File: config.mk
export PLATFORM = sky130hd
export DESIGN_NAME = manchester_tx_ctrl
export DESIGN_NICKNAME = d
export VERILOG_FILES = /design/src/rtl/manchester_pkg.sv /design/src/rtl/manchester_tx_ctrl_bit_timer.sv /design/src/rtl/manchester_tx_ctrl.sv
export SDC_FILE = /design/constraint.sdc
export NUM_CORES = 1
export LEC_CHECK = 0
export BUFFER_PORTS_ARGS = -buffer_cell sky130_fd_sc_hd__buf_2
export CAP_MARGIN = 20
export CORE_MARGIN = 3
export CORE_UTILIZATION = 35
export CTS_BUF_LIST = sky130_fd_sc_hd__clkbuf_2
export DETAILED_ROUTE_END_ITERATION = 8
export GPL_TIMING_DRIVEN = 0
export PLACE_DENSITY_LB_ADDON = 0.05
export SYNTH_ARGS = -nofsm -noshare
export SYNTH_HDL_FRONTEND = slang
export SYNTH_SLANG_ARGS = --single-unit
File: constraint.sdc
create_clock -name clk -period 2.7 [get_ports clk]
set_clock_uncertainty 0.2 [all_clocks]
set_input_delay 0.54 -clock clk [delete_from_list [all_inputs] [get_ports clk]]
set_output_delay 0.54 -clock clk [all_outputs]
set_load 0.02 [all_outputs]
File: src/rtl/manchester_pkg.sv
// Shared definitions for the Manchester transmit controller.
//   tx_state_t  : controller FSM states
//   SFD_DEFAULT : default start-frame delimiter byte
//   BYTE_BITS   : bits per SFD / payload byte
package manchester_pkg;

  typedef enum logic [2:0] {
    S_IDLE,
    S_PREAMBLE,
    S_SFD_TX,
    S_DATA,
    S_GAP
  } tx_state_t;

  localparam logic [7:0] SFD_DEFAULT = 8'hD5;
  localparam int         BYTE_BITS   = 8;

endpackage

File: src/rtl/manchester_tx_ctrl_bit_timer.sv
// Half-bit timebase for the Manchester transmitter.
//   clk, rst     : clock, asynchronous active-high reset
//   clr_i        : hold the timer at the start of a bit (used while idle)
//   half_tick_o  : strobe on the last cycle of every half-bit
//   bit_end_o    : strobe on the last cycle of every full bit
module manchester_bit_timer #(
  parameter int CLKS_PER_HALF = 4
) (
  input  logic clk,
  input  logic rst,
  input  logic clr_i,
  output logic half_tick_o,
  output logic bit_end_o
);

  localparam logic [7:0] LAST = 8'(CLKS_PER_HALF - 1);

  logic [7:0] cnt_q;
  logic       phase_q;  // 0 = first half of the bit, 1 = second half

  always_ff @(posedge clk or posedge rst) begin
    if (rst) begin
      cnt_q   <= '0;
      phase_q <= 1'b0;
    end else if (clr_i) begin
      cnt_q   <= '0;
      phase_q <= 1'b0;
    end else if (cnt_q == LAST) begin
      cnt_q   <= '0;
      phase_q <= ~phase_q;
    end else begin
      cnt_q   <= cnt_q + 8'd1;
    end
  end

  assign half_tick_o = !clr_i && (cnt_q == LAST);
  assign bit_end_o   = half_tick_o && phase_q;

endmodule

File: src/rtl/manchester_tx_ctrl.sv
// Manchester frame transmitter: preamble, SFD, then len payload bytes
// (LSB first) fed through a one-byte holding buffer, then an idle gap.
//   clk, rst          : clock, asynchronous active-high reset
//   start, len        : frame request and payload byte count (IDLE only)
//   tx_data, tx_valid : payload byte stream
//   tx_ready          : a payload byte is accepted this cycle if tx_valid
//   line_out, line_en : encoded line level and driver enable
//   busy              : controller not idle
//   done, underrun    : one-cycle completion / abort-for-lack-of-data pulses
module manchester_tx_ctrl
  import manchester_pkg::*;
#(
  parameter int         CLKS_PER_HALF = 4,
  parameter int         PREAMBLE_BITS = 16,
  parameter int         GAP_BITS      = 2,
  parameter logic [7:0] SFD           = SFD_DEFAULT
) (
  input  logic       clk,
  input  logic       rst,
  input  logic       start,
  input  logic [7:0] len,
  input  logic [7:0] tx_data,
  input  logic       tx_valid,
  output logic       tx_ready,
  output logic       line_out,
  output logic       line_en,
  output logic       busy,
  output logic       done,
  output logic       underrun
);

  localparam logic [6:0] PRE_LAST  = 7'(PREAMBLE_BITS - 1);
  localparam logic [6:0] BYTE_LAST = 7'(BYTE_BITS - 1);
  localparam logic [3:0] GAP_LAST  = 4'(GAP_BITS - 1);

  tx_state_t  state_q;
  logic [7:0] len_q;
  logic [7:0] acc_cnt_q;   // payload bytes accepted into the buffer
  logic [7:0] sent_cnt_q;  // payload bytes moved into the shift register
  logic [7:0] buf_q;
  logic       buf_full_q;
  logic [7:0] sh_q;
  logic [6:0] bit_cnt_q;   // bit index within preamble or current byte
  logic [3:0] gap_cnt_q;
  logic       half_q;      // second half of the current bit
  logic       done_q;
  logic       underrun_q;

  logic half_tick, bit_end;
  logic active, accept, cur_bit;

  manchester_bit_timer #(
    .CLKS_PER_HALF(CLKS_PER_HALF)
  ) u_timer (
    .clk        (clk),
    .rst        (rst),
    .clr_i      (state_q == S_IDLE),
    .half_tick_o(half_tick),
    .bit_end_o  (bit_end)
  );

  assign active   = (state_q == S_PREAMBLE) || (state_q == S_SFD_TX) ||
                    (state_q == S_DATA);
  assign tx_ready = active && !buf_full_q && (acc_cnt_q < len_q);
  assign accept   = tx_valid && tx_ready;

  // Preamble alternates 1,0,1,... so bit parity selects the level.
  assign cur_bit  = (state_q == S_PREAMBLE) ? ~bit_cnt_q[0] : sh_q[0];

  // First half carries the bit value, second half its complement.
  assign line_en  = active;
  assign line_out = active && (cur_bit ^ half_q);
  assign busy     = (state_q != S_IDLE);
  assign done     = done_q;
  assign underrun = underrun_q;

  always_ff @(posedge clk or posedge rst) begin
    if (rst) begin
      state_q    <= S_IDLE;
      len_q      <= '0;
      acc_cnt_q  <= '0;
      sent_cnt_q <= '0;
      buf_q      <= '0;
      buf_full_q <= 1'b0;
      sh_q       <= '0;
      bit_cnt_q  <= '0;
      gap_cnt_q  <= '0;
      half_q     <= 1'b0;
      done_q     <= 1'b0;
      underrun_q <= 1'b0;
    end else begin
      done_q     <= 1'b0;
      underrun_q <= 1'b0;

      if (state_q == S_IDLE)  half_q <= 1'b0;
      else if (half_tick)     half_q <= ~half_q;

      // Accept needs an empty buffer and a load needs a full one, so the
      // buffer update below never collides with a byte-boundary load.
      if (accept) begin
        buf_q      <= tx_data;
        buf_full_q <= 1'b1;
        acc_cnt_q  <= acc_cnt_q + 8'd1;
      end

      unique case (state_q)
        S_IDLE: begin
          if (start && (len != 8'd0)) begin
            state_q    <= S_PREAMBLE;
            len_q      <= len;
            acc_cnt_q  <= '0;
            sent_cnt_q <= '0;
            buf_full_q <= 1'b0;
            bit_cnt_q  <= '0;
            gap_cnt_q  <= '0;
          end
        end

        S_PREAMBLE: begin
          if (bit_end) begin
            if (bit_cnt_q == PRE_LAST) begin
              state_q   <= S_SFD_TX;
              bit_cnt_q <= '0;
              sh_q      <= SFD;
            end else begin
              bit_cnt_q <= bit_cnt_q + 7'd1;
            end
          end
        end

        S_SFD_TX, S_DATA: begin
          if (bit_end) begin
            if (bit_cnt_q != BYTE_LAST) begin
              bit_cnt_q <= bit_cnt_q + 7'd1;
              sh_q      <= sh_q >> 1;
            end else if ((state_q == S_DATA) && (sent_cnt_q == len_q)) begin
              state_q   <= S_GAP;
              gap_cnt_q <= '0;
            end else if (buf_full_q) begin
              state_q    <= S_DATA;
              sh_q       <= buf_q;
              buf_full_q <= 1'b0;
              sent_cnt_q <= sent_cnt_q + 8'd1;
              bit_cnt_q  <= '0;
            end else begin
              // Nothing to send at the boundary: abort the frame.
              underrun_q <= 1'b1;
              state_q    <= S_GAP;
              gap_cnt_q  <= '0;
            end
          end
        end

        S_GAP: begin
          if (bit_end) begin
            if (gap_cnt_q == GAP_LAST) begin
              state_q <= S_IDLE;
              done_q  <= 1'b1;
            end else begin
              gap_cnt_q <= gap_cnt_q + 4'd1;
            end
          end
        end

        default: state_q <= S_IDLE;
      endcase
    end
  end

endmodule

* Word-level counts from Yosys, hierarchy flattened
Cells that the tools add are included.
** Cells by class
- Add/subtract/negate cells :: 5
- Order comparisons :: 1
- Eq/ne operators :: 22
- Mux-type cells :: 64
- Bitwise logic cells :: 4
- Reduce and logical (&&, ||, !) cells :: 28
** Operator list (count)
- two-way mux 8 bit :: 16
- two-way mux 7 bit :: 7
- case mux 8 bit (2 select lines) :: 2
- two-way mux 4 bit :: 7
- two-way mux 3 bit :: 9
- adder 8 x 1 -> 8 bit, second input constant :: 3
- case mux 7 bit (3 select lines) :: 1
- two-way mux 1 bit :: 19
- != test 2 bit, second input constant :: 9
- AND reduction 6 bit :: 3
- AND reduction 7 bit :: 2
- case mux 3 bit (4 select lines) :: 1
- case mux 4 bit (3 select lines) :: 1
- != test 3 bit, second input constant :: 3
- nonzero test 3 bit :: 3
- == test 8 x 2 -> 1 bit, second input constant :: 1
- == test 8 bit :: 1
- logical AND 1 bit :: 8
- < comparator 8 bit :: 1
- nonzero test 2 bit :: 4
- nonzero test 8 bit :: 1
- adder 7 x 1 -> 7 bit, second input constant :: 1
- == test 7 x 4 -> 1 bit, second input constant :: 1
- != test 7 x 3 -> 1 bit, second input constant :: 1
- 14 further kinds :: 19
** Storage, ports and cells
- Flip-flop bits (word level) :: 67
- Input bits :: 20
- Output and inout bits :: 6
- Logic and storage cells :: 138

* Longest topological paths before layout
- Depth in word-level cells :: 12
- Depth in mapped cells :: 9
- Gate-level depth less buffers :: 8

* By module
A second synthesis with hierarchy kept.
** Unflattened totals
- Cells, all modules :: 374
- Area total of the unflattened synthesis :: 3638.5 µm²
** By module, submodules not included
- manchester_tx_ctrl :: times used 1, cells an instance 328, area an instance 3191.8 µm², sequential area each 1451.4 µm²
- manchester_bit_timer :: times used 1, cells an instance 46, area an instance 446.7 µm², sequential area each 225.2 µm²

* Worst setup path before layout
No wires, ideal clock.
- Path kind :: register to register
- Start point :: register u_timer.cnt_q[0]
- End point :: register bit_cnt_q[3]
- Setup time :: 0.120 ns
- Data arrival time :: 2.236 ns
- Data required time :: 2.380 ns
- Path slack :: 0.143 ns
- Stages on the path, launching flop included :: 8
- Path buffers :: 0
- Clock period less this slack :: 2.557 ns
- Path through :: dfrtp_1 -> ha_1 -> or4b_4 -> or2_4 -> a311oi_4 -> o32ai_2 -> a32o_1 -> a41o_1
** Between the ends
- Longest elaborated chain between the ends :: 5
- Elaborated cells on any way between the ends :: 6
- Classes of those cells :: eq/ne (3); reduce/logical (3)
** Ends and longest elaborated chain
- start: declaration :: line manchester_tx_ctrl_bit_timer.sv:18 : logic [7:0] cnt_q;
- start signal: assignment :: line manchester_tx_ctrl_bit_timer.sv:32 : cnt_q <= cnt_q + 8'd1;
- == test 8 x 2 -> 1 bit (*) :: line manchester_tx_ctrl_bit_timer.sv:36 : assign half_tick_o = !clr_i && (cnt_q == LAST);
- logical AND 1 bit (*) :: line manchester_tx_ctrl_bit_timer.sv:36
- logical AND 1 bit (*) :: line manchester_tx_ctrl_bit_timer.sv:37 : assign bit_end_o = half_tick_o && phase_q;
- != test 2 bit (no source line)
- AND reduction 6 bit (no source line) (*)
- end signal: assignment :: line manchester_tx_ctrl.sv:126 : bit_cnt_q <= bit_cnt_q + 7'd1;
- end signal: assignment :: line manchester_tx_ctrl.sv:134 : bit_cnt_q <= bit_cnt_q + 7'd1;
- end: declaration :: line manchester_tx_ctrl.sv:43 : logic [6:0] bit_cnt_q;
Mark *: on every way between the ends. The rest lies on a longest branch, timed or not.
A chain may end at the register's enable or synchronous reset.

* Worst setup path in the final report
- Start point :: register len_q[6]
- End point :: output tx_ready
** Between the ends
- Longest elaborated chain between the ends :: 2
** Ends and longest elaborated chain
- start: declaration :: line manchester_tx_ctrl.sv:37 : logic [7:0] len_q;
- start signal: assignment :: line manchester_tx_ctrl.sv:110 : len_q <= len;
- < comparator 8 bit :: line manchester_tx_ctrl.sv:64 : assign tx_ready = active && !buf_full_q && (acc_cnt_q < len_q);
- logical AND 1 bit :: line manchester_tx_ctrl.sv:64
- end: declaration :: line manchester_tx_ctrl.sv:24 : output logic tx_ready,
Every way passes these cells.

==> results.tsv <==
metric	value	unit
grt_max_degree	68	
dr.pass1.iters	4	
final-setup-viol-count	1	
clockBufferDepth	2	
synth_edf_count	0	
cp_slowest_stage_delay	430	ps
clk_latency	490	ps
vias	2999	
num_rows	36	
drt-total-wl	8.725	mm
grt_use_met1	0.2271	
finalWeightedCongestion	0.7809	
p_leak	1.944	nW
numPortBuffers	25	
track_usage	0.1608	
final_common_cell	dfrtp_1	
fmax	344.9	MHz
antenna_found_initial	0	
die_w	108.6	µm
drc_errors	0	
dp_hpwl	6.118	mm
yosys_warnings	0	
timing.max_cap.violations	0	
layout_setup_ws	-199.4	ps
nets	471	
worstPathCellList	inv_2 > ha_4 > a21o_1 > a2111oi_4 > o31a_1 > and2_4 > buf_6	
worst_slew_pin_slew	853.3	ps
synth_flop_cell	dfrtp_1	
fin_util	0.4317	
clkSlewWorstSetupHoldPaths	180	ps
core	10000	µm²
final_max_slew_viol_count	0	
syn_area	3681	µm²
drive_gt1_frac	0.2336	
start_util	0.3681	
first_iter_violations	125	
drtAntennaViolNets	0	
synthCells	387	
dpl.cell_count	545	
async_flop_share	1.000	
start_kind	register	
clock-sinks	67	
syn2layout_area_growth	17.27	%
period_needed	2899	ps
vias_per_cell	5.225	
top_usage_layer	met2	
ys_ff_latch	67	
crit_type	reg2out	
wl_per_cell	15.20	µm
hold_path_class	in2async	
outcome	complete, but fails checks	
syn-num-nets	420	
synth.distinct_cells	56	
post-route-period-util	1.074	
cp-end-kind	output port	
power.density	800.4	nW/µm²
ios	26	
finalHoldViolations	0	
grt.overflow.total	0	
tritoncts	yes	
grt_pass1_wl	14.67	mm
synth.avg_cell_area	9.512	µm²
diodes	0	
h-tree-depth	3	
crit_required	1960	ps
slowest_stage	dfrtp_1	
met3_usage	0.02925	
critPathMaxFanout	2	
dieArea	11780	µm²
postCtsHoldBufs	0	
nFillCells	1033	
ir_worst_vdd	0.3542	mV
cts_root_buf	clkbuf_2	
cts_made_buffers	9	
final_cell_mix	dfrtp_1, nand2_1, nand3_1, nor2_1, buf_2	
yosysSeqAreaShare	0.4555	
use_met2	0.2414	
crit_arrival	2160	ps
grt_pass1_vias	2916	
fin_cells	574	
die_y	108.6	µm
violations	negative setup slack	
slew_headroom	0.4311	
rsz0062_at_grt	true	
## timing repair
action | 4_1_cts | 5_1_grt
setup endpoints to repair | 35 | 19
pin swaps | 7 | 12
gates resized for setup | 22 | 11
cloned | 1 | 0
buffers inserted | 7 | 8
## area by class of cell
cell class / instances / area, µm² / share of cell area
flip-flops and latches: 67 / 1679 / 0.3890
inverters: 20 / 77.57 / 0.01797
plain buffers: 12 / 56.30 / 0.01304
repair buffers: 40 / 247.7 / 0.05739
multi-input cells: 288 / 1996 / 0.4623
well taps: 133 / 166.4 / 0.03855
clock inverters: 4 / 43.79 / 0.01014
clock buffers: 10 / 50.05 / 0.01159
## Yosys cell counts (4+ instances only)
| master | n | share of area |
|---|---|---|
| mux2_2 | 16 | 0.049 |
| a21oi_1 | 10 | 0.014 |
| nand3_1 | 32 | 0.044 |
| nand4_1 | 7 | 0.012 |
| a31oi_1 | 5 | 0.0085 |
| nand2b_1 | 4 | 0.0068 |
| inv_1 | 20 | 0.020 |
| clkbuf_1 | 13 | 0.013 |
| o31ai_1 | 5 | 0.010 |
| nand2_1 | 47 | 0.048 |
| and2_1 | 8 | 0.014 |
| and3_1 | 11 | 0.019 |
| xor2_1 | 10 | 0.024 |
| xnor2_1 | 11 | 0.026 |
| nor3_1 | 6 | 0.0082 |
| ha_1 | 13 | 0.044 |
| a21o_1 | 4 | 0.0082 |
| dfrtp_1 | 67 | 0.46 |
| nor2_1 | 28 | 0.029 |
| o21ai_0 | 21 | 0.029 |
## stage by stage
step / power [mW] / setup WS, ps / hold slack [ps] / TNS, ps / instance area, µm²
after detailed placement: 2.685 / -198.1 / 286.3 / -3151 / 3975
final: 3.455 / -199.4 / 1.759 / -199.4 / 4317
after CTS: 3.423 / -304.3 / 4.264 / -304.3 / 4205
after global routing: 3.744 / -348.5 / 2.526 / -388.9 / 4317
after floorplan: 2.348 / 143.3 / 247.3 / 0 / 3681
after global placement: 2.652 / -718.5 / 279.0 / -51550 / 3973
## final timing paths
check	slack, ps	startpoint	cells past startpoint	to
worst max-delay path	-200	len_q[6]$_DFFE_PP0P_	7	tx_ready
worst min-delay path	2	rst	2	u_timer.cnt_q[7]$_DFF_PP0_
worst max register to register	60	u_timer.cnt_q[1]$_DFF_PP0_	8	bit_cnt_q[3]$_DFFE_PP0P_
worst min register to register	330	sh_q[7]$_DFFE_PP0P_	2	sh_q[7]$_DFFE_PP0P_
max in group asynchronous	1720	rst	2	state_q[0]$_DFFE_PP0P_
min in group clk	60	len[3]	3	len_q[3]$_DFFE_PP0P_
## power breakdown
group	total, mW	internal (mW)	switching, mW
Sequential	1.52	1.27	0.255
Clock	0.564	0.202	0.362
Combinational	1.37	0.630	0.740
## logic make-up (layout without fill, tap and decap cells)
logic type	Yosys count	after routing	synth area share
AO/OA/AOI/OAI	70	71	0.1370
XOR/XNOR	21	21	0.04996
adder cells (fa/ha/maj)	13	13	0.04419
buffers and inverters	33	86	0.03365
flip-flops	67	67	0.4555
multiplexers	19	19	0.05710
AND/OR/NAND/NOR	164	164	0.2226
## worst max-delay path, delay by kind of cell, from the launching register on
kind                     cells  cell delay [ps]
adder cells (fa/ha/maj)      1              200
buffers and inverters        2              200
AO/OA/AOI/OAI                3              690
AND/OR/NAND/NOR              1              160
flip-flops                   1              430
## flip-flops by register name (all words and copies together), names as in the netlist
signal / cells
u_timer.phase_q: 1
buf_full_q: 1
gap_cnt_q: 4
u_timer.cnt_q: 8
acc_cnt_q: 8
sent_cnt_q: 8
underrun: 1
len_q: 8
half_q: 1
state_q: 3
sh_q: 8
bit_cnt_q: 7
done: 1
buf_q: 8
## layer usage
layer  up-vias  routed length (µm)
li1       1487                   -
met1      1440                4296
met2        56                3888
met3        16                 361
met4         0                 178
met5         -                   0
No activity file was read; power rests on OpenSTA's default activity.
